$ cat src/rtl/ps2_codes_pkg.sv
// Shared PS/2 Set-2 constants, decoder state encoding and byte classifiers.
package ps2_codes_pkg;

    localparam logic [7:0]  PS2_EXT        = 8'hE0;
    localparam logic [7:0]  PS2_BRK        = 8'hF0;
    localparam logic [7:0]  PS2_PAUSE      = 8'hE1;
    localparam logic [7:0]  PS2_FAKE_SHIFT = 8'h12;
    localparam int unsigned PAUSE_LEN      = 7;

    localparam int unsigned IGNORED_N = 8;
    localparam logic [7:0] IGNORED_CODES [IGNORED_N] = '{
        8'h00, 8'hAA, 8'hEE, 8'hFA, 8'hFC, 8'hFD, 8'hFE, 8'hFF
    };

    typedef enum logic [2:0] {
        IDLE,
        EXT,
        BRK,
        EXT_BRK,
        PAUSE
    } ps2_state_t;

    // Controller housekeeping bytes (BAT result, echo, ack, errors, resend).
    function automatic logic is_ignored(input logic [7:0] b);
        logic hit;
        hit = 1'b0;
        for (int unsigned i = 0; i < IGNORED_N; i++) begin
            if (b == IGNORED_CODES[i]) hit = 1'b1;
        end
        return hit;
    endfunction

    function automatic logic is_prefix(input logic [7:0] b);
        return (b == PS2_EXT) || (b == PS2_BRK) || (b == PS2_PAUSE);
    endfunction

endpackage

$ cat src/rtl/ps2_seq_timer.sv
// Inter-byte watchdog: counts while enabled, pulses expire after TIMEOUT_CYCLES.
module ps2_seq_timer #(
    parameter int unsigned TIMEOUT_CYCLES = 2_500_000
) (
    input  logic CLOCK_50,
    input  logic reset,
    input  logic clear,
    input  logic enable,
    output logic expire
);
    localparam int unsigned   CW   = (TIMEOUT_CYCLES > 1) ? $clog2(TIMEOUT_CYCLES) : 1;
    localparam logic [CW-1:0] LAST = CW'(TIMEOUT_CYCLES - 1);

    logic [CW-1:0] count;

    assign expire = enable && !clear && (count == LAST);

    always_ff @(posedge CLOCK_50 or negedge reset) begin
        if (!reset) begin
            count <= '0;
        end else if (clear || !enable || expire) begin
            count <= '0;
        end else begin
            count <= count + 1'b1;
        end
    end

endmodule

$ cat src/rtl/ps2_scancode_decoder.sv
// Set-2 scancode sequence decoder: one make/break event per key action,
// with typematic-repeat suppression, housekeeping-byte filtering and timeout.
module ps2_scancode_decoder
    import ps2_codes_pkg::*;
#(
    parameter int unsigned TIMEOUT_CYCLES  = 2_500_000,
    parameter bit          SUPPRESS_REPEAT = 1'b1
) (
    input  logic       CLOCK_50,
    input  logic       reset,
    input  logic [7:0] received_data,
    input  logic       data_en,
    output logic [7:0] key_code,
    output logic       key_extended,
    output logic       key_make,
    output logic       key_valid,
    output logic       seq_error
);
    ps2_state_t state, state_nxt;
    logic [2:0] pause_cnt, pause_cnt_nxt;
    logic [7:0] rec_code, rec_code_nxt;
    logic       rec_ext, rec_ext_nxt, rec_held, rec_held_nxt;

    logic       idle_rules, emit, emit_ext, emit_make, emit_pause, fire, err;
    logic [7:0] emit_code;
    logic       expire;

    logic       evt_pend, err_pend, evt_ext, evt_make;
    logic [7:0] evt_code;

    ps2_seq_timer #(
        .TIMEOUT_CYCLES(TIMEOUT_CYCLES)
    ) u_timer (
        .CLOCK_50(CLOCK_50),
        .reset   (reset),
        .clear   (data_en),
        .enable  (state != IDLE),
        .expire  (expire)
    );

    always_comb begin
        state_nxt     = state;
        pause_cnt_nxt = pause_cnt;
        rec_code_nxt  = rec_code;
        rec_ext_nxt   = rec_ext;
        rec_held_nxt  = rec_held;
        idle_rules    = 1'b0;
        emit          = 1'b0;
        emit_code     = received_data;
        emit_ext      = 1'b0;
        emit_make     = 1'b1;
        emit_pause    = 1'b0;
        err           = 1'b0;

        if (data_en) begin
            if (state == PAUSE) begin
                pause_cnt_nxt = pause_cnt - 3'd1;
                if (pause_cnt == 3'd1) begin
                    emit       = 1'b1;
                    emit_pause = 1'b1;
                    emit_code  = PS2_PAUSE;
                    state_nxt  = IDLE;
                end
            end else if (is_ignored(received_data)) begin
                state_nxt = IDLE;
            end else begin
                case (state)
                    EXT: begin
                        if (received_data == PS2_BRK) begin
                            state_nxt = EXT_BRK;
                        end else if (received_data == PS2_EXT) begin
                            state_nxt = EXT;
                        end else begin
                            state_nxt = IDLE;
                            if (received_data != PS2_FAKE_SHIFT) begin
                                emit     = 1'b1;
                                emit_ext = 1'b1;
                            end
                        end
                    end
                    BRK, EXT_BRK: begin
                        // A prefix inside a break sequence aborts it and starts afresh.
                        if (is_prefix(received_data)) begin
                            err        = 1'b1;
                            idle_rules = 1'b1;
                        end else begin
                            state_nxt = IDLE;
                            if (!(state == EXT_BRK && received_data == PS2_FAKE_SHIFT)) begin
                                emit      = 1'b1;
                                emit_ext  = (state == EXT_BRK);
                                emit_make = 1'b0;
                            end
                        end
                    end
                    default: idle_rules = 1'b1;
                endcase

                if (idle_rules) begin
                    case (received_data)
                        PS2_EXT:   state_nxt = EXT;
                        PS2_BRK:   state_nxt = BRK;
                        PS2_PAUSE: begin
                            state_nxt     = PAUSE;
                            pause_cnt_nxt = 3'(PAUSE_LEN);
                        end
                        default: begin
                            state_nxt = IDLE;
                            emit      = 1'b1;
                        end
                    endcase
                end
            end
        end else if (expire) begin
            state_nxt = IDLE;
            err       = 1'b1;
        end

        // Pause has no break code, so it bypasses the held-key record entirely.
        fire = emit;
        if (emit && !emit_pause) begin
            if (emit_make) begin
                if (SUPPRESS_REPEAT && rec_held && rec_code == emit_code && rec_ext == emit_ext) begin
                    fire = 1'b0;
                end else begin
                    rec_code_nxt = emit_code;
                    rec_ext_nxt  = emit_ext;
                    rec_held_nxt = 1'b1;
                end
            end else if (rec_code == emit_code && rec_ext == emit_ext) begin
                rec_held_nxt = 1'b0;
            end
        end
    end

    always_ff @(posedge CLOCK_50 or negedge reset) begin
        if (!reset) begin
            state        <= IDLE;
            pause_cnt    <= '0;
            rec_code     <= '0;
            rec_ext      <= 1'b0;
            rec_held     <= 1'b0;
            evt_pend     <= 1'b0;
            err_pend     <= 1'b0;
            evt_code     <= '0;
            evt_ext      <= 1'b0;
            evt_make     <= 1'b0;
            key_code     <= '0;
            key_extended <= 1'b0;
            key_make     <= 1'b0;
            key_valid    <= 1'b0;
            seq_error    <= 1'b0;
        end else begin
            state     <= state_nxt;
            pause_cnt <= pause_cnt_nxt;
            rec_code  <= rec_code_nxt;
            rec_ext   <= rec_ext_nxt;
            rec_held  <= rec_held_nxt;
            evt_pend  <= fire;
            err_pend  <= err;
            if (fire) begin
                evt_code <= emit_code;
                evt_ext  <= emit_ext;
                evt_make <= emit_make;
            end
            key_valid <= evt_pend;
            seq_error <= err_pend;
            if (evt_pend) begin
                key_code     <= evt_code;
                key_extended <= evt_ext;
                key_make     <= evt_make;
            end
        end
    end

endmodule

$ cat config.mk
export PLATFORM = sky130hd
export DESIGN_NAME = ps2_scancode_decoder
export DESIGN_NICKNAME = d
export VERILOG_FILES = /design/src/rtl/ps2_codes_pkg.sv /design/src/rtl/ps2_seq_timer.sv /design/src/rtl/ps2_scancode_decoder.sv
export SDC_FILE = /design/constraint.sdc
export NUM_CORES = 1
export LEC_CHECK = 0
export CAP_MARGIN = 40
export CORE_UTILIZATION = 42
export DETAILED_ROUTE_END_ITERATION = 12
export PLACE_DENSITY = 0.62
export RECOVER_POWER = 50
export SLEW_MARGIN = 20
export SYNTH_ARGS = -nofsm -noshare
export SYNTH_HDL_FRONTEND = slang
export SYNTH_HIERARCHICAL = 1
export SYNTH_SLANG_ARGS = --single-unit
$ cat constraint.sdc
create_clock -name CLOCK_50 -period 5.5 [get_ports CLOCK_50]
set_input_delay 0.825 -clock CLOCK_50 [delete_from_list [all_inputs] [get_ports CLOCK_50]]
set_output_delay 0.825 -clock CLOCK_50 [all_outputs]
set_load 0.02 [all_outputs]
* Word level (Yosys, flattened, before mapping) *
Index checks and enable logic that the tools add are counted.

cells by class
  reduce and logical (&&, ||, !) cells = 26
  equality and inequality tests = 25
  mux-type cells = 71
  bitwise logic cells = 1
  add/sub/neg operators = 2

operators with widths
  operator               number
  $eq 8x8->1 const B     10
  $mux 1                 50
  $mux 3                 11
  $mux 8                 3
  $add 22x1->22 const B  1
  $eq 22x22->1 const B   1
  $mux 22                1
  $pmux 3 s3             1
  $eq 8x5->1 const B     1
  $eq 8x8->1             1
  $logic_not 8->1        1
  $ne 8x5->1 const B     1
  $reduce_and 4->1       2
  $reduce_bool 2->1      4
  $logic_and 1x1->1      7
  $eq 3x1->1 const B     2
  $eq 3x2->1 const B     2
  $ne 6x1->1 const B     1
  $ne 6x6->1 const B     1
  $pmux 1 s2             3
  $pmux 3 s2             1
  $reduce_and 3->1       2
  $logic_or 1x1->1       4
  $ne 2x2->1 const B     2
  other kinds (10)       12

word-level totals
  logic and storage cells = 141
  output and inout bits = 12
  register bits = 62
  input bits = 11

* Depth between registers and ports, before layout *
  depth in word-level cells = 21
  gate-level depth with buffers = 11
  gate-level depth less buffers = 9

* By module *
Netlist, hierarchy kept.

by module, submodules not included
  module                times used  sequential area each (um^2)  cells an instance  area each (um^2)
  ps2_scancode_decoder  1           1001.0                       218                2234.6
  ps2_seq_timer         1           550.5                        117                1138.6

* Least setup slack after synthesis *
No wires, ideal clock.

  kind = input to register
  start = input port received_data[0]
  end = register rec_code[0]
  path buffers = 1
  slack = 2.640 ns
  arrival = 2.735 ns
  required time = 5.375 ns
  cell stages on the path = 8
  library setup time = 0.125 ns
  path through = buf_6 > or4_4 > nor4_2 > o21ai_1 > and4_4 > o2111ai_4 > nand2_4 > mux2_4

on the way
  word-level cells in the longest chain between the ends = 18
  elaborated cells on any way between the ends = 65

ends and longest elaborated chain
  item                               line                         text
  from (decl)                        ps2_scancode_decoder.sv:11   input logic [7:0] received_data,
  $logic_not 8->1                    ps2_codes_pkg.sv:28          if (b == IGNORED_CODES[i]) hit = 1'b1;
  $mux 1 (8 in series)               ps2_codes_pkg.sv:28
  $mux 1                             ps2_scancode_decoder.sv:56   if (state == PAUSE) begin
  $mux 1                             ps2_scancode_decoder.sv:55   if (data_en) begin
  $mux 1                             ps2_scancode_decoder.sv:64   end else if (is_ignored(received_data)) begin
  $mux 1                             ps2_scancode_decoder.sv:56
  $mux 1                             ps2_scancode_decoder.sv:55
  $eq 1x1->1                         ps2_scancode_decoder.sv:122  if (SUPPRESS_REPEAT && rec_held && rec_code == emit_code && rec_ext == emit_ext) begin
  $logic_and 1x1->1                  ps2_scancode_decoder.sv:122
  $not 1->1 (no source line)         n/a
  $reduce_and 3->1 (no source line)  n/a
  to (signal assigned)               ps2_scancode_decoder.sv:155  rec_code <= rec_code_nxt;
  to (decl)                          ps2_scancode_decoder.sv:21   logic [7:0] rec_code, rec_code_nxt;

Several ways; a longest one is shown, not always the timed one. The select of a mux whose other input is x is not followed.
A chain may end at the register's enable or synchronous reset.

* Worst setup path after layout *
  start = input port data_en
  end = register evt_code[7]

on the way
  word-level cells in the longest chain between the ends = 7
  elaborated cells on any way between the ends = 14

ends and longest elaborated chain
  item                             line                         text
  from (decl)                      ps2_scancode_decoder.sv:12   input logic data_en,
  $mux 8                           ps2_scancode_decoder.sv:55
  $eq 8x8->1                       ps2_scancode_decoder.sv:122
  $logic_and 1x1->1 (2 in series)  ps2_scancode_decoder.sv:122
  $mux 1                           ps2_scancode_decoder.sv:122
  $mux 1                           ps2_scancode_decoder.sv:121  if (emit_make) begin
  $mux 1                           ps2_scancode_decoder.sv:120  if (emit && !emit_pause) begin
  to (signal assigned)             ps2_scancode_decoder.sv:161  evt_code <= emit_code;
  to (decl)                        ps2_scancode_decoder.sv:29   logic [7:0] evt_code;

Several ways; a longest one is shown, not always the timed one.

==> results.toml <==
[run_status]
status = "finished, violations left"
violations = "capacitance limit, slew limit"

[global_route]
grt_overflow_total = 0
grt_pass1_vias = 2455
grt_pass1_wl_um = 12080
antenna_found_initial = 0
grt.total_usage_pct = 18.53
grt_max_degree = 63

[floorplan]
die_w_um = 91.62
fp-row-count = 32
die_h_um = 91.62
initial_core_util_pct = 43.43
io_pins = 23
die_area_sq_mm = 0.008394
core_sq_mm = 0.007767

[job]
drv_cap = 2

[synthesis]
ys_types = 61
synth_edf_count = 0
synth_nets = 349
ys_seq_area_share_pct = 45.99
ys_ff_latch = 62
synth_async_sr_flop_share_pct = 100.0
syn_inst = 335
synth_area_sq_mm = 0.003373
yosys_warnings = 6
synth_area_per_cell_sq_um = 10.07
synth_top_flop_cell = "dfrtp_1"

[route]
antenna_left = 0
dr.pass1.iters = 4
vias = 2550
wirelength_um = 7122
first_iter_violations = 133
vias_per_cell = 5.449
wire_per_inst_um = 15.22
drc = 0

[placed_design]
dpl.cell_count = 451
gp_congestion = 0.8476
dp_hpwl_um = 4937
placed_cell_area_sq_mm = 0.003680
io_buffers = 22

[clock_network]
cts_buffer_depth = 2
cts_setup_buffers = 0
clk_pin_slew_ns = 0.07
numClockSinks = 62
cts_inserted_buffers = 9
htreeDepth = 3
tritoncts = "done"
cts_root_buffer = "clkbuf_8"
cts_resized = 0
cts_hold_buf = 0
clk_latency_ns = 0.34

[power_and_ir_drop]
pwr-share-clk_pct = 38.1
seqPwrFrac_pct = 48.3
p_sw_uw = 287.3
p_int_uw = 766.1
combPwrFrac_pct = 13.6
peakVddDrop_mv = 0.1294
switching_share_pct = 27.27
p_leak_nw = 1.571
power_density_mw_per_mm2 = 271.6

[critical_path]
crit_arrival_ns = 3.71
cp-start-kind = "primary input"
crit_fanout = 13
cp-end-kind = "register"
required_ns = 5.77
critPathKind = "in2reg"

[timing]
fmax_mhz = 290.4
setup_viol = 0
period_share_pct = 62.62
tightest_slew_ns = 1.828
min_period_ns = 3.444
finClkSkew_ns = 0.01192
hold_violations = 0
hold_ws_ns = 0.3568
slew_headroom_pct = -21.87
final.setup.tns_ns = 0
grt_setup_unrepaired = "no"
drv_slew = 65

[cells_and_area]
fin_cells = 468
drive_gt1_share_pct = 13.39
post-route-cell-area_sq_mm = 0.003879
syn_to_final_growth_pct = 14.99
finish.utilization_pct = 49.94
n_fill_cell = 728
antenna_cells = 0
nets = 375

[hold_path]
min_path_type = "reg2reg"
[path summary, 6_finish.rpt]
kind / slack, ns / cells after the start / end / start
max in group asynchronous: 2.21 / 3 / u_timer/count[18] / reset
worst max register to register: 2.60 / 8 / evt_code[7] / state[2]
min in group asynchronous: 0.93 / 2 / u_timer/count[9] / reset
worst min-delay path: 0.36 / 0 / seq_error / err_pend
worst min register to register: 0.36 / 0 / seq_error / err_pend
worst max-delay path: 2.06 / 9 / evt_code[7] / data_en
[final cells by class]
type | instances | area [sq um] | area share [%]
timing repair buffer | 27 | 245.2 | 6.323
tap | 102 | 127.6 | 3.290
clock buffer | 9 | 123.9 | 3.194
multi-input combinational | 244 | 1692 | 43.61
clock inverter | 7 | 75.07 | 1.935
inverter | 17 | 63.81 | 1.645
sequential | 62 | 1551 | 40.00
[cell usage in the layout (no fill, tap or decap), drive strengths merged, types with 3 or more instances in the layout]
cell           Yosys  routed
buf                6       4
or4                3       3
clkinv             0       6
nor4bb             3       3
a31oi              7       7
mux2              15      15
nand4              8       8
nor4              12      12
dfrtp             62      62
a21oi             15      15
o21ai             12      12
inv               17      17
xor2               4       4
clkdlybuf4s50      0      21
nand2b            10      10
a41oi              3       3
nand2             25      25
or3                5       5
xnor2             14      14
ha                 3       3
nor3              10      10
nor2b              3       3
nand3             13      13
mux2i             11      11
clkbuf             6      11
nor2              41      41
[sequential cells by signal (all words and copies together) (netlist names), 3 cells and up]
name and count:
key_code 8, rec_code 8, state 3, evt_code 8
u_timer/count 22, pause_cnt 3
[cell usage after synthesis, types with 2 or more instances]
cell type  number  area, sq um
buf_2           4        20.02
or3_1           5        31.28
nor2_1         41        153.9
nand3_1        12        60.06
mux2_4          5        75.07
buf_6           2        22.52
xor2_1          4        35.03
inv_1          17        63.81
mux2_2         10        112.6
mux2i_1        11        110.1
a41oi_1         3        26.28
and3_1          2        12.51
nor4_1         10        62.56
a21oi_1        15        75.07
nor2b_1         3        18.77
ha_1            3        37.54
nor4bb_1        3        30.03
a22o_1          2        17.52
clkbuf_1        5        18.77
o21ai_0         9        45.04
nor4_2          2        25.02
nand2b_1        9        56.30
or2_1           2        12.51
xnor2_1        14        122.6
nor3_1         10        50.05
a31oi_1         6        37.54
o21ai_1         2        10.01
dfrtp_1        62         1551
nand4_1         7        43.79
nand2_1        24        90.09
[routing by layer]
layer	vias up	GRT usage, %	routed length (um)
met5	-	0	0
met4	0	8.730	114
met2	43	27.51	3161
met1	1234	26.14	3588
li1	1264	-	-
met3	9	3.317	257
[metrics by stage]
stage / power, mW / worst slack, ns
finish: 1.053 / 2.056
global route: 1.102 / 1.465
CTS: 1.069 / 2.074
detailed placement: 0.6625 / 1.671
global placement: 0.6586 / 1.756
floorplan: 0.6019 / 2.640
[power by group through the flow]
stage | clock network (mW) | registers, mW | logic [mW]
floorplan | 0 | 0.525 | 0.0770
global placement | 0 | 0.516 | 0.142
detailed placement | 0 | 0.517 | 0.146
CTS | 0.415 | 0.508 | 0.146
global route | 0.432 | 0.512 | 0.158
finish | 0.401 | 0.508 | 0.144
[worst max-delay path: stages]
cell             delay (ns)
clkdlybuf4s50_1        0.66
nor4bb_1               0.26
buf_4                  0.19
nand2_1                0.29
a21oi_1                0.24
o221a_1                0.29
o2111ai_4              0.24
o21ai_4                0.47
mux2i_1                0.24
[kinds of logic (layout without fill, tap and decap cells)]
logic type	count (synthesis)	count (layout)	synth area share, %
AOI/OAI and AO/OA	51	51	11.13
xor gates and xnor gates	18	18	4.674
adders and majority gates	4	4	1.447
buffers and inverters	29	60	3.857
DFF	62	62	45.99
muxes	26	26	8.828
and+or+nand+nor	145	145	24.07
No activity file was read; power rests on OpenSTA's default activity.
